--- config.mk ---
export PLATFORM = sky130hd
export DESIGN_NAME = lane_queue_cell
export DESIGN_NICKNAME = d
export VERILOG_FILES = /design/src/rtl/lane_queue_model_pkg.sv /design/src/rtl/lane_queue_model_cell.sv
export SDC_FILE = /design/constraint.sdc
export NUM_CORES = 1
export LEC_CHECK = 0
export ABC_AREA = 1
export CAP_MARGIN = 20
export CORE_MARGIN = 2
export CORE_UTILIZATION = 31
export CTS_BUF_LIST = sky130_fd_sc_hd__clkbuf_16
export DETAILED_ROUTE_END_ITERATION = 8
export DONT_BUFFER_PORTS = 1
export GPL_TIMING_DRIVEN = 1
export HOLD_SLACK_MARGIN = 0.1
export PLACE_DENSITY = 0.5
export RECOVER_POWER = 50
export SYNTH_ARGS = -nofsm -noshare
export SYNTH_HDL_FRONTEND = slang
export SYNTH_SLANG_ARGS = --single-unit
--- constraint.sdc ---
create_clock -name clk -period 3.05 [get_ports clk]
set_input_delay 0.61 -clock clk [delete_from_list [all_inputs] [get_ports clk]]
set_output_delay 0.61 -clock clk [all_outputs]
set_load 0.005 [all_outputs]
--- src/rtl/lane_queue_model_pkg.sv ---
// Shared lane definitions for the lane queue traffic-plant model.
package lane_queue_model_pkg;

  localparam int unsigned NUM_LANES = 8;

  localparam int unsigned LANE_S1 = 0;
  localparam int unsigned LANE_S2 = 1;
  localparam int unsigned LANE_E1 = 2;
  localparam int unsigned LANE_E2 = 3;
  localparam int unsigned LANE_N1 = 4;
  localparam int unsigned LANE_N2 = 5;
  localparam int unsigned LANE_W1 = 6;
  localparam int unsigned LANE_W2 = 7;

  typedef enum logic [1:0] {
    RED,
    STARTUP,
    FLOW
  } laneState_t;

  // Slot (counted from the LSB) that a lane occupies on the packed
  // Breadboard lane bus {w1,w2,s1,s2,e1,e2,n1,n2}.
  function automatic int unsigned laneSlot(input int unsigned lane);
    case (lane)
      LANE_W1: return 7;
      LANE_W2: return 6;
      default: return 5 - lane;
    endcase
  endfunction

endpackage

--- src/rtl/lane_queue_model_cell.sv ---
// One lane: green-light FSM, departure timer and saturating vehicle counter.
module lane_queue_cell
  import lane_queue_model_pkg::*;
#(
  parameter int unsigned COUNT_W         = 8,
  parameter int unsigned START_DELAY     = 2,
  parameter int unsigned DEPART_INTERVAL = 3
) (
  input  logic               clk,
  input  logic               rst,
  input  logic               green,
  input  logic               arrive,
  input  logic               inject,
  input  logic               load,
  input  logic [COUNT_W-1:0] loadVal,
  output logic [COUNT_W-1:0] count,
  output logic [COUNT_W-1:0] countNext,
  output logic               depart
);

  localparam int unsigned MAX_DELAY = (START_DELAY > DEPART_INTERVAL) ? START_DELAY : DEPART_INTERVAL;
  localparam int unsigned TIMER_W   = $clog2(MAX_DELAY + 1);
  localparam int unsigned SUM_W     = COUNT_W + 2;

  laneState_t         state;
  logic [TIMER_W-1:0] timer;
  logic [SUM_W-1:0]   sum;

  // Departure decision and next count (load wins, otherwise saturating add/sub).
  always_comb begin
    depart = green && (state != RED) && (timer == '0) && (count != '0) && !load;
    sum    = SUM_W'(count) + SUM_W'(arrive) + SUM_W'(inject) - SUM_W'(depart);
    if (load) begin
      countNext = loadVal;
    end else if (sum > SUM_W'({COUNT_W{1'b1}})) begin
      countNext = '1;
    end else begin
      countNext = sum[COUNT_W-1:0];
    end
  end

  // Lane state, timer and count registers.
  always_ff @(posedge clk) begin
    if (rst) begin
      state <= RED;
      timer <= '0;
      count <= '0;
    end else begin
      count <= countNext;
      if (!green) begin
        state <= RED;
        timer <= '0;
      end else begin
        case (state)
          RED: begin
            state <= STARTUP;
            timer <= TIMER_W'(START_DELAY - 1);
          end
          STARTUP: begin
            if (timer == '0) begin
              state <= FLOW;
              timer <= TIMER_W'(DEPART_INTERVAL - 1);
            end else begin
              timer <= timer - 1'b1;
            end
          end
          FLOW: begin
            if (timer == '0) begin
              timer <= TIMER_W'(DEPART_INTERVAL - 1);
            end else begin
              timer <= timer - 1'b1;
            end
          end
          default: begin
            state <= RED;
            timer <= '0;
          end
        endcase
      end
    end
  end

endmodule

==> results.md, run 1 <==
- Worst setup margin: -453 ps
- Syn avg cell area: 7.04 µm²
- WHS: 432 ps
- Crit Path Class: reg2out
- Largest net degree at the start of global routing: 14
- Static Leakage: 0.000801 µW
- DR iter-0 viols: 47
- Final Net Count: 237
- Post-Synth Simple-Gate Area: 33.9%
- WHS Path Cells: 1
- Met1 usage: 18.3%
- CP Data Arrival Time: 2890 ps
- Drt pass-1 iters: 4
- Final Hold Viols: 0
- Synth unique cells: 26
- GR Layer Usage met2: 28.7%
- Post-Synth XOR/XNOR Area: 0.754%
- Number of port buffers: 0
- Synth Instances: 165
- Setup crit end kind: output port
- Vias: 1125
- Slew HR: 74.1%
- Global-route wire length before repair: 5190 µm
- Syn_nets: 200
- Area Growth Syn to Fin: 38.0%
- DR WL/cell: 12.3 µm
- Reg2Reg Depth: 17
- Placement Rows: 22
- Multiplexer share of the synthesized area: 0%
- Critical path launch point type: flop
- Vias per cell: 4.54
- Final setup violation count: 8
- Failing checks: setup timing
- Unrepaired setup endpoints after global routing: yes
- Detail Route Antenna Nets: 0
- GP Congestion: 0.802
- Worst Tran Pin Value: 385 ps
- GR Util met3: 2.05%
- Initial antenna violation count: 0
- Register area share after synthesis: 20.7%
- Core Box Area: 3630 µm²
- Fin Setup TNS: -3440 ps
- Worst-path clk slew: 50 ps
- Hold Path Class: in2reg
- Total track usage: 15.8%
- Number of synthesis warnings: 0
- Worst path required time: 2440 ps
- Total die area: 4250 µm²
- Final HPWL DP: 2480 µm
- Setup Skew: 4.28 ps
- Vias in the first global route: 1129
- TritonCTS buffer count: 3
- Die H: 65.2 µm
- Max-slew violations: 0
- Grt ovf: 0
- Clock sinks: 12
- Clock root buffer: clkbuf_16
- Post-route minimum period: 3500 ps
- Post-Synth Adder-Cell Area: 23.9%
- Outcome: finished with violations
- Power per Cell Area: 566 nW/µm²
- Final instance area: 1600 µm²
- Largest family of logic cells by synthesized area: simple AND/OR/NAND/NOR gates
- Placed instance area: 1480 µm²
- Cell Area, Synth: 1160 µm²
- H-tree depth: 1
- # DRC: 0
- Layout cells sized above 1: 36.0%
- Max Clk Rate: 0.285 GHz
- WL final: 3060 µm
- CTS Buffer Depth: 2
- Antenna diode count: 0
- Initial core utilization: 32.0%
- Max-cap violation count: 0
- CTS tree: built
- Area fraction in compound gates after synthesis: 8.73%
- Final worst path period share: 115%
- Top Usage Layer GRT: met2
- I/O pin count: 31
- Clk_lat worst skew: 240 ps
- Die Wd: 65.2 µm
- Crit path max fanout: 8
- Yosys reg bits: 12
- VDD IR max: 0.238 mV
==> synthesized netlist by cell type <==
| cell type | n | area, µm² |
|---|---|---|
| a211oi_1 | 2 | 15.0 |
| a21oi_1 | 6 | 30.0 |
| a41oi_1 | 1 | 8.76 |
| clkbuf_1 | 2 | 7.51 |
| dfxtp_1 | 12 | 240 |
| fa_1 | 2 | 40.0 |
| ha_1 | 19 | 238 |
| inv_1 | 33 | 124 |
| inv_2 | 2 | 7.51 |
| nand2_1 | 27 | 101 |
| nand2_2 | 1 | 6.26 |
| nand3_1 | 10 | 50.1 |
| nand3_2 | 1 | 10.0 |
| nand3_4 | 1 | 17.5 |
| nand3b_1 | 1 | 7.51 |
| nor2_1 | 22 | 82.6 |
| nor2_2 | 4 | 25.0 |
| nor3_1 | 1 | 5.00 |
| nor3_2 | 4 | 40.0 |
| nor4b_1 | 1 | 8.76 |
| o21ai_0 | 2 | 10.0 |
| o21ai_2 | 3 | 26.3 |
| o21bai_2 | 1 | 11.3 |
| or2_2 | 5 | 31.3 |
| or2_4 | 1 | 8.76 |
| xor2_1 | 1 | 8.76 |
==> cells by family after synthesis <==
family	after synthesis
and+or+nand+nor	79
DFF	12
xor gates and xnor gates	1
buffers and inverters	37
adders and majority gates	21
AOI/OAI and AO/OA	15
==> per-layer routing <==
metal | share of wire [%] | up-vias
met3 | 3.4 | 7
li1 | - | 585
met2 | 54 | 19
met4 | 2.2 | 0
met5 | 0 | -
met1 | 40 | 514
==> critical path, stage by stage, from the launching register on <==
cell and delay (ps):
dfxtp_1 320, inv_1 80, ha_1 200, a41oi_2 140
ha_1 310, inv_2 40, fa_2 350, fa_2 360
nand2_2 110, nand2_4 80, nand3_4 90, nand2_2 60
nand2_2 80, nand3_4 160, o21ai_2 200, inv_1 70
==> final cells by class <==
cell class / count / area, µm²
fillers: 401 / 2030
multi-input cells: 116 / 857
flip-flops and latches: 12 / 243
repair buffers: 34 / 236
inverters: 35 / 131
clock buffers: 3 / 75.1
well taps: 48 / 60.1
==> what timing repair did <==
item                       CTS  global route
pin swaps                    3             4
setup endpoints to repair    8             8
hold buffers                 0             0
buffers inserted             4             1
gates cloned                 0             0
resized for setup            2             7
==> registers in the layout, summed over array words and instances (netlist names) <==
| register | flops |
|---|---|
| state | 2 |
| count | 8 |
| timer | 2 |
==> per-stage QoR <==
step	total power, µW	utilization (%)	std cells	worst slack, ps
floorplan	489	-	165	-67.9
global placement	630	40.6	240	-137
detailed placement	634	40.6	240	-225
CTS	897	43.7	247	-402
global route	979	44.1	248	-594
finish	907	44.1	248	-453
==> power by group <==
part | internal (µW) | switching, µW | total, µW
Clock | 171 | 71.6 | 243
Combinational | 202 | 275 | 477
Sequential | 176 | 10.1 | 187
==> cells in the final DEF (no fill, tap or decap), types with 5 or more instances in the layout <==
| cell | synthesis | routed |
|---|---|---|
| nand2_1 | 27 | 24 |
| or2_2 | 5 | 5 |
| nand3_1 | 10 | 9 |
| inv_1 | 33 | 28 |
| dfxtp_1 | 12 | 10 |
| nor2_1 | 22 | 20 |
| clkbuf_1 | 2 | 5 |
| a21oi_1 | 6 | 6 |
| ha_1 | 19 | 18 |
| inv_2 | 2 | 7 |
| nor2_2 | 4 | 5 |
| buf_4 | 0 | 28 |
==> worst paths after layout <==
check / slack, ps / endpoint / from
worst max-delay path: -450 / countNext[0] / count[4]
worst min-delay path: 430 / count[3] / rst
worst max register to register: 140 / count[1] / count[4]
worst min register to register: 560 / timer[1] / timer[1]
(Power assumes the default switching activity.)
==> run 2, diff against run 1 <==
Settings changed: PLACE_DENSITY 0.5 to unset.
==> results.md, run 2 (synthesized netlist as in run 1, its figures left out) <==
- Crit Path Class: reg2out
- Met2 wire length: 1520 µm
- Wl on met1: 1210 µm
- Min-delay src: rst
- Final Net Count: 241
- H-tree depth: 1
- Critical path cell sequence: inv_2 > ha_4 > nor2_4 > nand3_2 > a41oi_2 > ha_1 > inv_2 > fa_2 > fa_2 > nand2_2 > nand2_2 > nand3_2 > nand2_2 > nand2_2 > nand3_4 > o21ai_4 > inv_2
- Layout cells sized above 1: 36.3%
- Slew HR: 74.0%
- Largest net degree at the start of global routing: 14
- Hold Path Class: in2reg
- Area Growth Syn to Fin: 38.7%
- Largest regs: count (8), state (2), timer (2)
- WHS Path Cells: 1
- Crit path max fanout: 8
- # DRC: 0
- Worst setup margin: -465 ps
- Worst path required time: 2440 ps
- Max-cap violation count: 0
- I/O pin count: 31
- Final core utilization: 44.3%
- Sequential Area: 243 µm²
- Grt ovf: 0
- Global-route wire length before repair: 4720 µm
- Number of port buffers: 0
- Setup Skew: 3.04 ps
- DR iter-0 viols: 20
- Power per Cell Area: 551 nW/µm²
- Fin Setup TNS: -3640 ps
- Total die area: 4250 µm²
- Clk_lat worst skew: 240 ps
- Vias in the first global route: 1106
- Max Clk Rate: 0.285 GHz
- Clock sinks: 12
- Biggest register: count
- Worst-path clk slew: 40 ps
- VDD IR max: 0.273 mV
- Hold EP: count[5]
- Clock root buffer: clkbuf_16
- Area occupied by multi-input gates: 835 µm²
- Post-route minimum period: 3510 ps
- Total track usage: 14.5%
- Placement Rows: 22
- Setup crit end kind: output port
- WL final: 2900 µm
- Vias: 1115
- FF-to-FF setup slack: -60 ps
- Die H: 65.2 µm
- Max stage delay on crit path: 360 ps
- DP Cell Count: 237
- Unrepaired setup endpoints after global routing: yes
- Initial antenna violation count: 0
- Placed instance area: 1450 µm²
- Highest metal used: met4
- Total power: 888 µW
- CP Data Arrival Time: 2900 ps
- Most common cell after layout, fill and taps aside: buf_4
- Outcome: finished with violations
- Final Hold Viols: 0
- Vias per cell: 4.42
- FF-to-FF End: count[0]
- Final HPWL DP: 2240 µm
- Fill count: 392
- Initial core utilization: 32.0%
- Met3 WL: 112 µm
- Die Wd: 65.2 µm
- GP Congestion: 0.860
- Crit-path most repeated cell: nand2_2
- Final setup violation count: 9
- Antenna diode count: 0
- TritonCTS buffer count: 3
- Worst reg2reg path startpoint: state[0]
- Max reg flops: 8
- CP max-delay cell: fa_2
- Detail Route Antenna Nets: 0
- Final worst path period share: 115%
- DR WL/cell: 11.5 µm
- Drt pass-1 iters: 5
- Worst Tran Pin Value: 390 ps
- Reg2Reg Depth: 20
- Final instance area: 1610 µm²
- Max-slew violations: 0
- Static Leakage: 0.000820 µW
- Critical path launch point type: flop
- CTS Buffer Depth: 2
- Most frequent cells in the layout: buf_4, inv_1, nand2_1
- Failing checks: setup timing
- Final Instance Count excl. Fillers: 252
- CTS tree: built
- Core Box Area: 3630 µm²
## run 2: how the worst max path moves through the flow
stage / from / to / cells past startpoint
2_1_floorplan: load / countNext[0] / 15
3_3_place_gp: load / countNext[1] / 15
3_5_place_dp: load / countNext[1] / 15
4_1_cts: state[0] / countNext[1] / 17
5_1_grt: state[0] / countNext[0] / 17
6_report: state[0] / countNext[1] / 17
## run 2: power breakdown
| group | switching, µW | leakage (µW) | internal, µW |
|---|---|---|---|
| Clock | 66.7 | 0.0000370 | 171 |
| Combinational | 260 | 0.000683 | 204 |
| Sequential | 9.10 | 0.000101 | 176 |
## run 2: cell type report
class                           count  area share, %
Sequential cell                    12           15.1
Timing Repair Buffer               38           16.6
Tap cell                           48           3.73
Multi-Input combinational cell    116           51.8
Clock buffer                        3           4.66
Inverter                           35           8.16
## run 2: timing repair
action / in CTS / in global routing
setup endpoints to repair: 8 / 9
pin swaps: 2 / 2
setup buffers: 11 / 1
hold buffers: 0 / 0
gates resized for setup: 1 / 3
## run 2: worst max-delay path: cells and delay by family, from the launching register on
kind / cells / cell delay, ps
fa+ha+maj: 4 / 1040
simple gates: 8 / 710
compound gates: 2 / 420
flops: 1 / 330
buf+inv: 3 / 140
## run 2: metal layers
layer  vias up  global-route usage, %
met5         -                      0
met4         0                   7.29
met3         7                   3.25
met2        13                   25.9
met1       505                   16.1
li1        590                      -
## run 2: per-stage QoR
stage | setup slack [ps] | hold slack, ps
floorplan | -67.9 | 503
global placement | -133 | 548
detailed placement | -218 | 552
CTS | -404 | 431
global route | -610 | 427
finish | -465 | 432
